<file path="config.mk">
export PLATFORM = sky130hd
export DESIGN_NAME = spi_chain_master
export DESIGN_NICKNAME = d
export VERILOG_FILES = /design/src/rtl/spi_pkg.sv /design/src/rtl/spi_clk_div.sv /design/src/rtl/spi_chain_master.sv
export SDC_FILE = /design/constraint.sdc
export NUM_CORES = 1
export LEC_CHECK = 0
export ABC_CLOCK_PERIOD_IN_PS = 2900
export CAP_MARGIN = 20
export CORE_ASPECT_RATIO = 0.5
export CORE_MARGIN = 1.5
export CORE_UTILIZATION = 63
export DETAILED_ROUTE_END_ITERATION = 7
export DONT_BUFFER_PORTS = 1
export PLACE_DENSITY_LB_ADDON = 0.2
export SYNTH_ARGS = -nofsm -noshare
export SYNTH_HDL_FRONTEND = slang
export SYNTH_SLANG_ARGS = --single-unit
</file>
<file path="constraint.sdc">
create_clock -name clk -period 2.9 [get_ports clk]
set_input_delay 0 -clock clk [delete_from_list [all_inputs] [get_ports clk]]
set_output_delay 0 -clock clk [all_outputs]
set_load 0.05 [all_outputs]
</file>
<file path="src/rtl/spi_pkg.sv">
// Shared types for the SPI daisy-chain master: the latched SPI mode and the frame FSM states.
package spi_pkg;

  typedef struct packed {
    logic cpol;
    logic cpha;
  } spi_mode_t;

  typedef enum logic [1:0] {
    IDLE  = 2'd0,
    LEAD  = 2'd1,
    SHIFT = 2'd2,
    TRAIL = 2'd3
  } spi_state_t;

endpackage

</file>
<file path="src/rtl/spi_clk_div.sv">
// sclk generator: one half-period tick every CLK_DIV enabled cycles, plus leading/trailing strobes.
// Strobes are asserted in the cycle before sclk changes; no backpressure, counter is held at 0 while disabled.
module spi_clk_div #(
  parameter int CLK_DIV = 4
) (
  input  logic clk,
  input  logic rst,
  input  logic en,
  input  logic toggle_en,
  input  logic cpol,
  input  logic cpol_next,
  output logic half_stb,
  output logic lead_stb,
  output logic trail_stb,
  output logic sclk
);

  localparam int DW = $clog2(CLK_DIV + 1);
  localparam logic [DW-1:0] DIV_LAST = DW'(CLK_DIV - 1);

  logic [DW-1:0] div_q, div_d;
  logic          sclk_q, sclk_d;
  logic          tick;

  always_comb begin
    div_d  = div_q;
    sclk_d = sclk_q;
    tick   = 1'b0;
    if (!en) begin
      // Idle level tracks the mode that will be latched, so a new CPOL is visible from the first LEAD cycle.
      div_d  = '0;
      sclk_d = cpol_next;
    end else if (div_q == DIV_LAST) begin
      div_d = '0;
      tick  = 1'b1;
      if (toggle_en) begin
        sclk_d = ~sclk_q;
      end
    end else begin
      div_d = div_q + 1'b1;
    end
  end

  always_ff @(posedge clk or posedge rst) begin
    if (rst) begin
      div_q  <= '0;
      sclk_q <= 1'b0;
    end else begin
      div_q  <= div_d;
      sclk_q <= sclk_d;
    end
  end

  assign half_stb  = tick;
  assign lead_stb  = tick & toggle_en & (sclk_q == cpol);
  assign trail_stb = tick & toggle_en & (sclk_q != cpol);
  assign sclk      = sclk_q;

endmodule

</file>
<file path="src/rtl/spi_chain_master.sv">
// SPI master for a daisy chain of NUM_DEV devices sharing one ss_n; shifts NUM_DEV*WIDTH bits MSB first.
// done arrives 1+CLK_DIV*(2*TOTAL+1) cycles after start; start is ignored while ready is low.
module spi_chain_master
  import spi_pkg::*;
#(
  parameter int WIDTH   = 8,
  parameter int NUM_DEV = 3,
  parameter int CLK_DIV = 4
) (
  input  logic                     clk,
  input  logic                     rst,
  input  logic                     start,
  input  logic [1:0]               mode,
  input  logic [NUM_DEV*WIDTH-1:0] tx_data,
  output logic                     ready,
  output logic                     done,
  output logic [NUM_DEV*WIDTH-1:0] rx_data,
  output logic                     sclk,
  output logic                     mosi,
  input  logic                     miso,
  output logic                     ss_n
);

  localparam int TOTAL = NUM_DEV * WIDTH;
  localparam int BW    = $clog2(TOTAL + 1);
  localparam logic [BW-1:0] LAST_BIT = BW'(TOTAL - 1);

  spi_state_t         state_q, state_d;
  spi_mode_t          mode_q, mode_d;
  logic [TOTAL-1:0]   tx_sr_q, tx_sr_d;
  logic [TOTAL-1:0]   rx_sr_q, rx_sr_d;
  logic [TOTAL-1:0]   rx_data_q, rx_data_d;
  logic [BW-1:0]      bit_cnt_q, bit_cnt_d;
  logic               mosi_q, mosi_d;
  logic               ss_n_q, ss_n_d;
  logic               done_q, done_d;

  logic div_en, toggle_en, cpol_next;
  logic half_stb, lead_stb, trail_stb;

  assign div_en    = (state_q != IDLE);
  assign toggle_en = (state_q == LEAD) || (state_q == SHIFT);
  assign cpol_next = (state_q == IDLE && start) ? mode[1] : mode_q.cpol;

  spi_clk_div #(
    .CLK_DIV(CLK_DIV)
  ) u_clk_div (
    .clk      (clk),
    .rst      (rst),
    .en       (div_en),
    .toggle_en(toggle_en),
    .cpol     (mode_q.cpol),
    .cpol_next(cpol_next),
    .half_stb (half_stb),
    .lead_stb (lead_stb),
    .trail_stb(trail_stb),
    .sclk     (sclk)
  );

  always_comb begin
    state_d   = state_q;
    mode_d    = mode_q;
    tx_sr_d   = tx_sr_q;
    rx_sr_d   = rx_sr_q;
    rx_data_d = rx_data_q;
    bit_cnt_d = bit_cnt_q;
    mosi_d    = mosi_q;
    ss_n_d    = ss_n_q;
    done_d    = 1'b0;

    unique case (state_q)
      IDLE: begin
        if (start) begin
          state_d   = LEAD;
          mode_d    = mode;
          ss_n_d    = 1'b0;
          bit_cnt_d = '0;
          rx_sr_d   = '0;
          // CPHA=0 must drive the MSB before the first edge; CPHA=1 presents it on the first leading edge.
          if (mode[0]) begin
            mosi_d  = 1'b0;
            tx_sr_d = tx_data;
          end else begin
            mosi_d  = tx_data[TOTAL-1];
            tx_sr_d = tx_data << 1;
          end
        end
      end
      LEAD: begin
        if (lead_stb) begin
          state_d = SHIFT;
        end
      end
      SHIFT: begin
        if (trail_stb && bit_cnt_q == LAST_BIT) begin
          state_d = TRAIL;
        end
      end
      TRAIL: begin
        if (half_stb) begin
          state_d   = IDLE;
          ss_n_d    = 1'b1;
          done_d    = 1'b1;
          rx_data_d = rx_sr_q;
        end
      end
      default: state_d = IDLE;
    endcase

    if (lead_stb) begin
      if (mode_q.cpha) begin
        mosi_d  = tx_sr_q[TOTAL-1];
        tx_sr_d = tx_sr_q << 1;
      end else begin
        rx_sr_d = (rx_sr_q << 1) | TOTAL'(miso);
      end
    end

    if (trail_stb) begin
      bit_cnt_d = bit_cnt_q + 1'b1;
      if (mode_q.cpha) begin
        rx_sr_d = (rx_sr_q << 1) | TOTAL'(miso);
      end else if (bit_cnt_q != LAST_BIT) begin
        mosi_d  = tx_sr_q[TOTAL-1];
        tx_sr_d = tx_sr_q << 1;
      end
    end
  end

  always_ff @(posedge clk or posedge rst) begin
    if (rst) begin
      state_q   <= IDLE;
      mode_q    <= '0;
      tx_sr_q   <= '0;
      rx_sr_q   <= '0;
      rx_data_q <= '0;
      bit_cnt_q <= '0;
      mosi_q    <= 1'b0;
      ss_n_q    <= 1'b1;
      done_q    <= 1'b0;
    end else begin
      state_q   <= state_d;
      mode_q    <= mode_d;
      tx_sr_q   <= tx_sr_d;
      rx_sr_q   <= rx_sr_d;
      rx_data_q <= rx_data_d;
      bit_cnt_q <= bit_cnt_d;
      mosi_q    <= mosi_d;
      ss_n_q    <= ss_n_d;
      done_q    <= done_d;
    end
  end

  assign ready   = (state_q == IDLE);
  assign done    = done_q;
  assign rx_data = rx_data_q;
  assign mosi    = mosi_q;
  assign ss_n    = ss_n_q;

endmodule

</file>
# Word-level counts from Yosys, hierarchy flattened

Index checks and enable logic that the tools add are counted.

Register bits: 88
Latch bits: 0
RAM bits: 0
Memory bits (read-only): 0
Bits of input ports: 30
Output and inout bits: 29
Word-level logic and storage cells: 90
Memories: 0

Add/sub/neg operators: 2
Multipliers: 0
Divide/modulo/power cells: 0
Magnitude comparators: 0
Equal/unequal tests: 14
Shifts and indexed selects: 0
Multiplexer cells: 43
Bitwise gates (word level): 5
Reductions and logical operators: 14

Operator list:

| cell                | number |
|---|---|
| $mux 24             | 14 |
| $or 24x1->24        | 1 |
| $mux 1              | 18 |
| $mux 5              | 3 |
| $mux 2              | 4 |
| $ne 2x2->1 const B  | 4 |
| $pmux 2 s4          | 1 |
| $reduce_and 2->1    | 4 |
| $reduce_bool 2->1   | 4 |
| $mux 3              | 2 |
| $add 5x1->5 const B | 1 |
| $eq 5x5->1 const B  | 1 |
| $ne 5x5->1 const B  | 1 |
| $eq 2x2->1 const B  | 2 |
| $ne 2x1->1 const B  | 2 |
| $reduce_and 4->1    | 1 |
| $add 3x1->3 const B | 1 |
| $and 1x1->1         | 3 |
| $eq 3x2->1 const B  | 1 |
| $reduce_and 3->1    | 1 |
| $eq 2x1->1 const B  | 1 |
| $logic_and 1x1->1   | 2 |
| $logic_not 2->1     | 1 |
| $pmux 1 s2          | 1 |
| other kinds (4)     | 4 |

# Depth between registers and ports, before layout

Gate-level depths: netlist of the first run.

Depth in word-level cells: 9
Mapped depth: 9
Depth with buffers taken out: 6

# Hierarchy

Synthesis of the first run repeated with hierarchy kept, for this count alone.

Cells, all modules: 392
Area total of the unflattened synthesis: 4000.1 sq um

Modules (own cells, without submodules):

| module           | instances | cells an instance | area each (sq um) | seq. area each (sq um) |
|---|---|---|---|---|
| spi_chain_master | 1         | 373               | 3788.6            | 2103.3 |
| spi_clk_div      | 1         | 19                | 211.5             | 100.1 |

# Worst setup path before layout of the first run

OpenSTA, ideal clock, no wires.

Kind: register to register
Start point: reg state_q[0]
End point: reg tx_sr_q[15]
Setup time: 0.125 ns
Data arrival time: 2.388 ns
Data required time: 2.775 ns
Path slack: 0.387 ns
Stages on the path, launching flop included: 9
Path buffers: 2
Clock period less this slack: 2.513 ns
Cells stage by stage: dfrtp_1 -> inv_1 -> ha_1 -> buf_2 -> and4bb_2 -> nand2_2 -> o31ai_4 -> buf_6 -> mux2_2

Elaborated cells between the ends (all ways): 15
Classes of those cells: eq/ne: 2; mux: 7; bitwise: 3; reduce/logical: 3

RTL lines:

| item                   | RTL line                | source |
|---|---|---|
| from (decl)            | spi_chain_master.sv:28  | `spi_state_t state_q, state_d;` |
| from (signal assigned) | spi_chain_master.sv:142 | `state_q <= state_d;` |
| $logic_not 2->1 (*)    | n/a                     |  |
| via ready              | spi_chain_master.sv:15  | `output logic ready,` |
| $mux 24 (*)            | spi_chain_master.sv:71  | `unique case (state_q)` |
| $mux 24                | spi_chain_master.sv:111 | `if (mode_q.cpha) begin` |
| $mux 24 (*)            | spi_chain_master.sv:110 | `if (lead_stb) begin` |
| $mux 24                | spi_chain_master.sv:123 | `end else if (bit_cnt_q != LAST_BIT) begin` |
| $mux 24                | spi_chain_master.sv:121 | `if (mode_q.cpha) begin` |
| $mux 24 (*)            | spi_chain_master.sv:119 | `if (trail_stb) begin` |
| via tx_sr_d[15]        | spi_chain_master.sv:30  | `logic [TOTAL-1:0] tx_sr_q, tx_sr_d;` |
| to (signal assigned)   | spi_chain_master.sv:144 | `tx_sr_q <= tx_sr_d;` |
| to (decl)              | spi_chain_master.sv:30  |  |

The timed path passes the listed nets; every way through them passes the cells marked *.
A chain may end at the register's enable or synchronous reset.

# Worst setup path in the final report of the first run

Start point: reg state_q[1]
End point: reg tx_sr_q[6]

The elaborated chain is that of the path after synthesis.

==> summary.txt, run 1 <==
Timing
  – # setup viols final: 0
  – Final Max Tran Viols: 0
  – Setup Skew: approximately 0.006 ns
  – Crit path time final: 2.54 ns
  – Final period util: 0.875
  – TNS Setup: 0 ns
  – Final hold violation count: 0
  – Worst-Margin Slew: 0.600 ns
  – RSZ-0062 raised after global routing: no
  – Max Freq: between 0.3 and 0.4 GHz
  – Max_slew headroom: 0.600

Routing
  – Routed wire length: roughly 7.6 mm
  – First drt pass iteration count: 5
  – Via count: about 2600
  – Post-DRT Antenna Nets: 0
  – Via density: roughly 5.7
  – DRT iter0 DRCs: 110
  – Routed length per instance: roughly 16 um
  – Residual DRC count: 0

GRT
  – Grt ovf: 0
  – First-pass GRT wire length: 12.5 mm
  – Initial antenna violation count: 0
  – Vias in the first global route: approximately 2700
  – All-Layer GR Usage: 0.229
  – Pin count of the biggest net entering global routing: 50

Setup path
  – CP Data Required Time: about 3.1 ns
  – Crit-path cells: inv_1, ha_1, and4bb_2, nand2_2, o31ai_4, buf_4, mux2_2
  – CP Launch Point: state_q[1]
  – Slowest Stage Delay on Critical Path: ~0.44 ns
  – CP Capture Type: flop
  – Worst R2R Setup Slack: 0.36 ns
  – RR Startpoint: state_q[1]
  – Crit path buffers/inverters: 2
  – Critical path type: reg -> reg
  – Worst EP arrival: around 2.8 ns
  – RR Endpoint: tx_sr_q[6]
  – Startpoint Class: flop
  – Critical path's top delay family: simple AND/OR/NAND/NOR gates
  – Worst Reg-to-Reg Cells: 7
  – CP max FO: 25
  – Slowest CP cell: and4bb_2

Die
  – Die H: ~60 um
  – Full die area: 7170 um^2
  – Area of the core: between 6000 and 7000 um^2
  – Ports: 59
  – Rows: 20
  – Die width: roughly 120 um
  – Starting Density: 0.671

Power
  – Power Total: between 4000 and 5000 uW
  – Pwr Density: 873 nW/um^2
  – VDD IR max: roughly 470 uV
  – Lkg Pwr: between 0.002 and 0.0025 uW

Layout
  – FF/Latch Area: 2200 um^2
  – Nets: about 400
  – ANT cells: 0
  – Post-layout util: 0.744
  – Post-route insts no fill: roughly 460
  – Multi-input logic area: 1760 um^2
  – Area Overhead vs Synth: 10.8%
  – Share of layout cells above drive strength 1: 0.218
  – Fillers: between 400 and 500

Clocking
  – Clk slew on worst S/H paths: around 0.060 ns
  – H-tree levels: 3
  – Worst-Skew Late Latency: ~0.34 ns
  – CTS sink count: 88
  – CTS tree: yes
  – Total CTS buffers: 9
  – Root Buffer: clkbuf_16
  – Gates resized, CTS repair: 0
  – Clock Path Buffers: 2

Worst hold path
  – Worst min path class: in -> reg
  – Hold Crit Depth: 3
  – HP Start: tx_data[18]
  – WHS Endpoint: tx_sr_q[19]

Yosys
  – Area leader, netlist: dfrtp_1
  – Yosys top cell area share: 0.521
  – Synth warn: 0
  – Syn Nets: 400
  – Syn Std Cell Area: between 4000 and 5000 um^2
  – Gate Count Post-Synth: ~360
  – Largest cells by area after synthesis: dfrtp_1 (52%), mux2_2 (13%), mux2i_1 (12%)
  – FFs w/ async S/R, synth: 1.00
  – Synth Flop Type: dfrtp_1
  – Post-synthesis area per instance: roughly 11 um^2
  – Synth cell count leaders: dfrtp_1 (87), nand2_1 (52), mux2_2 (50), mux2i_1 (49), inv_1 (32)
  – EDFF count, synth: 0
  – Most frequent cell after synthesis: dfrtp_1
  – Post-synthesis cell type count: 37
  – Sequential area share after synthesis: 0.527
  – FF+latch count, synth: 88

Place
  – DPL Wire Length: 5.07 mm
  – Placed Cells incl. Taps: 442
  – Port-buffer cells: 0
  – Routability congestion estimate: 0.856

Status
  – Outcome: finished clean

Job
  – Max-Cap Viols: 0
-- worst register-to-register path, cell delays in order, from the launching register on --
cell	delay, ns
dfrtp_1	0.40
inv_1	0.09
ha_1	0.39
and4bb_2	0.44
nand2_2	0.13
o31ai_4	0.24
buf_4	0.34
mux2_2	0.39
-- worst max-delay path by stage --
stage             endpoint  slack [ns]  cells past startpoint
6_report        tx_sr_q[6]        0.36                      7
5_1_grt         rx_data[4]        0.23                      7
4_1_cts        tx_sr_q[15]        0.38                      7
3_5_place_dp   tx_sr_q[15]        0.40                      7
3_3_place_gp   tx_sr_q[14]        0.48                      7
2_1_floorplan  tx_sr_q[15]        0.39                      8
-- cell usage in the layout, fill, tap and decap left out, types with 2 or more instances in the layout --
cell,synthesis,final
ha_1,6,6
dfrtp_1,87,87
nor3b_1,5,5
o21ai_0,29,29
and2_1,2,2
nand2_2,1,2
o22a_1,2,2
clkbuf_16,0,9
clkinvlp_4,0,2
a21oi_1,2,2
mux2i_1,49,49
inv_1,32,31
nor2_1,4,4
dlygate4sd3_1,0,6
nand3_1,3,3
xnor2_1,2,2
clkinv_2,0,2
buf_4,0,9
nand2_1,52,51
mux2_2,50,50
a21o_1,2,2
-- cell families after synthesis --
| logic type | after synthesis | synth area share |
|---|---|---|
| adder cells (fa/ha/maj) | 6 | 0.0180 |
| XOR/XNOR | 3 | 0.00808 |
| AND/OR/NAND/NOR | 77 | 0.0859 |
| buffers and inverters | 51 | 0.0518 |
| AO/OA/AOI/OAI | 40 | 0.0575 |
| flip-flops | 88 | 0.527 |
| multiplexers | 99 | 0.252 |
-- state kept, by name (all words and copies together) (netlist names), 2 cells and up --
| signal | count |
|---|---|
| mode_q | 2 |
| rx_sr_q | 24 |
| u_clk_div.div_q | 3 |
| rx_data | 24 |
| bit_cnt_q | 5 |
| state_q | 2 |
| tx_sr_q | 24 |
-- per-stage QoR --
stage | hold slack, ns | instance area (um^2) | setup WS (ns)
final | 0.00645 | 4630 | 0.361
after global routing | 0.0188 | 4630 | 0.235
after CTS | 0.000710 | 4630 | 0.379
after detailed placement | 0.0381 | 4270 | 0.396
after global placement | 0.0123 | 4270 | 0.482
after floorplan | 0.127 | 4180 | 0.387
-- layout make-up --
| class | instances | area share |
|---|---|---|
| clock buffers | 10 | 0.0516 |
| clock inverters | 6 | 0.0146 |
| inverters | 32 | 0.0262 |
| multi-input cells | 225 | 0.381 |
| flip-flops and latches | 88 | 0.476 |
| well taps | 88 | 0.0238 |
| repair buffers | 15 | 0.0275 |
-- power by group --
group,switching (uW),internal (uW),total [uW]
clock network,476,693,1170
registers,274,1490,1760
logic,598,518,1120
total,1350,2700,4050
-- layer usage --
metal | share of wire | global-route usage | wire length, um | up-vias
met5 | 0 | 0 | 0 | -
met2 | 0.48 | 0.399 | 3640 | 62
met4 | 0.0098 | 0.0679 | 74 | 0
met3 | 0.061 | 0.0836 | 464 | 10
li1 | - | - | - | 1245
met1 | 0.45 | 0.278 | 3370 | 1307
-- what timing repair did --
action / in CTS / in global routing
hold buffers: 6 / 0
hold endpoints to repair: 93 / 0
setup buffers: 0 / 0
Note: power is estimated with default switching activity, not from simulation.
==> inputs of run 2 (changes only) <==
ABC_CLOCK_PERIOD_IN_PS = 3000   (was 2900)
CORE_UTILIZATION = 66   (was 63)
HOLD_SLACK_MARGIN = 0.05   (was unset)
clock period = 3 ns   (was 2.9 ns; I/O delays follow)
==> run 2 against run 1 <==
Against the previous run: maximum frequency is 2.4% lower; critical path depth is 1 lower; clock-buffer cell count stayed put; die area is 4.4% lower; clock power is 9% higher; wire length is 17% higher; critical endpoint is now mode_q[0]; largest power group unchanged; highest routed layer unchanged.
==> summary.txt, run 2 (synthesized netlist as in run 1, its figures left out) <==
Timing
  – Setup Skew: 0.00485 ns (was 0.00590 ns)
  – Final hold violation count: 0 (unchanged)
  – RSZ-0062 raised after global routing: no (unchanged)
  – Worst-Margin Slew: 0.561 ns (was 0.600 ns)
  – Max Freq: 0.384 GHz (was 0.394 GHz)
  – Final Max Tran Viols: 0 (unchanged)
  – Final period util: 0.867 (was 0.875)
  – Max_slew headroom: 0.626 (was 0.600)
  – Crit path time final: 2.60 ns (was 2.54 ns)
  – # setup viols final: 0 (unchanged)
  – TNS Setup: 0 ns (unchanged)

Layout
  – Area Overhead vs Synth: 20.5% (was 10.8%)
  – ANT cells: 0 (unchanged)
  – Commonest non-fill, non-tap cells in the layout: dfrtp_1 (87), nand2_1 (51), mux2_2 (50), mux2i_1 (49), dlygate4sd3_1 (40) (was dfrtp_1 (87), nand2_1 (51), mux2_2 (50), mux2i_1 (49), inv_1 (31))
  – Post-route insts no fill: 498 (was 464)
  – Final Cell Area: 5040 um^2 (was 4630 um^2)
  – Commonest non-fill, non-tap cell in the layout: dfrtp_1 (unchanged)
  – Share of layout cells above drive strength 1: 0.198 (was 0.218)
  – Nets: 441 (was 407)

Routing
  – First drt pass iteration count: 4 (was 5)
  – Via count: 2866 (was 2624)
  – Via density: 5.76 (was 5.66)
  – Post-DRT Antenna Nets: 0 (unchanged)
  – Routed length per instance: 17.7 um (was 16.3 um)
  – DRT iter0 DRCs: 166 (was 110)
  – Residual DRC count: 0 (unchanged)
  – Routed wire length: 8.81 mm (was 7.55 mm)

GRT
  – First-pass GRT wire length: 14.2 mm (was 12.5 mm)
  – Vias in the first global route: 2943 (was 2664)
  – Pin count of the biggest net entering global routing: 63 (was 50)
  – All-Layer GR Usage: 0.278 (was 0.229)
  – Grt ovf: 0 (unchanged)
  – Initial antenna violation count: 0 (unchanged)

Clocking
  – CTS sink count: 88 (unchanged)
  – Total CTS buffers: 9 (unchanged)
  – Clk slew on worst S/H paths: 0.06 ns (about the same)
  – H-tree levels: 3 (unchanged)
  – Worst-Skew Late Latency: 0.34 ns (about the same)
  – Root Buffer: clkbuf_16 (unchanged)
  – Clock Path Buffers: 2 (unchanged)
  – CTS tree: yes (unchanged)

Die
  – Rows: 20 (unchanged)
  – Starting Density: 0.688 (was 0.671)
  – Area of the core: 6080 um^2 (was 6230 um^2)
  – Ports: 59 (unchanged)
  – Die width: 116 um (was 118 um)
  – Full die area: 6850 um^2 (was 7170 um^2)
  – Die H: 59.3 um (was 60.6 um)

Place
  – Port-buffer cells: 0 (unchanged)
  – Placed Cells incl. Taps: 441 (was 442)
  – DPL Wire Length: 4.98 mm (was 5.07 mm)
  – Routability congestion estimate: 0.847 (was 0.856)
  – Post-DP Area: 4270 um^2 (about the same)

Setup path
  – CP max FO: 17 (was 25)
  – CP Capture Type: flop (unchanged)
  – Worst EP arrival: 2.81 ns (was 2.76 ns)
  – Critical path type: reg -> reg (unchanged)
  – CP Data Required Time: 3.21 ns (was 3.12 ns)
  – Startpoint Class: flop (unchanged)

Job
  – Max-Cap Viols: 0 (unchanged)

Power
  – Lkg Pwr: 0.00237 uW (was 0.00219 uW)
  – Pwr Density: 825 nW/um^2 (was 873 nW/um^2)
  – VDD IR max: 503 uV (was 472 uV)

Worst hold path
  – Worst min path class: in -> reg (unchanged)

Status
  – Outcome: finished clean (unchanged)
## run 2: cell types whose count changed in the layout (fill, tap and decap cells not counted)
cell,previous run,this run
buf_12,0,2
buf_4,9,7
bufinv_16,1,3
clkbuf_1,0,1
clkbuf_8,1,0
clkinv_2,2,1
clkinv_4,1,2
clkinvlp_4,2,0
dlygate4sd3_1,6,40
## run 2: area by class of cell
class | count | area (um^2)
timing repair buffer | 49 | 493
multi-input combinational | 225 | 1760
sequential | 88 | 2200
clock inverter | 6 | 116
fill | 336 | 1040
inverter | 32 | 121
clock buffer | 10 | 229
tap | 88 | 110
## run 2: timing repair
action	CTS	global route
resized for setup	0	0
hold endpoints to repair	54	0
setup buffers	0	0
hold buffers	41	0
## run 2: power breakdown
part | total (uW) | switching (uW) | internal [uW]
clock | 1280 | 459 | 820
sequential | 1700 | 263 | 1440
combinational | 1180 | 627 | 550
total | 4160 | 1350 | 2810
## run 2: critical path, cell delays in order, from the launching register on
cell and delay [ns]:
dfrtp_1 0.40, inv_1 0.11, ha_1 0.52, buf_4 0.27, nand2_2 0.24, mux2_2 0.37
dlygate4sd3_1 0.57
## run 2: through the flow
stage	worst slack, ns	hold slack [ns]	utilization	power (uW)
finish	0.399	0.0458	0.828	4160
global route	0.287	0.0647	0.828	4370
CTS	0.442	0.0508	0.828	4140
detailed placement	0.477	-0.0737	0.702	2780
global placement	0.573	-0.0927	0.702	2700
floorplan	0.487	0.127	-	2560
## run 2: path summary, 6_finish.rpt
check	start	to	slack (ns)	cells after the start
min reg2reg	u_clk_div.div_q[0]	u_clk_div.div_q[0]	0.44	1
min in group asynchronous	rst	rx_sr_q[15]	0.15	2
max reg2reg	state_q[0]	mode_q[0]	0.40	6
min	tx_data[15]	tx_sr_q[16]	0.05	3
max in group asynchronous	rst	rx_sr_q[6]	2.08	3
max	state_q[0]	mode_q[0]	0.40	6
## run 2: metal layers
metal / part of all wire / global-route usage
met5: 0 / 0
met4: 0.032 / 0.141
met3: 0.058 / 0.0828
met2: 0.49 / 0.473
met1: 0.42 / 0.330
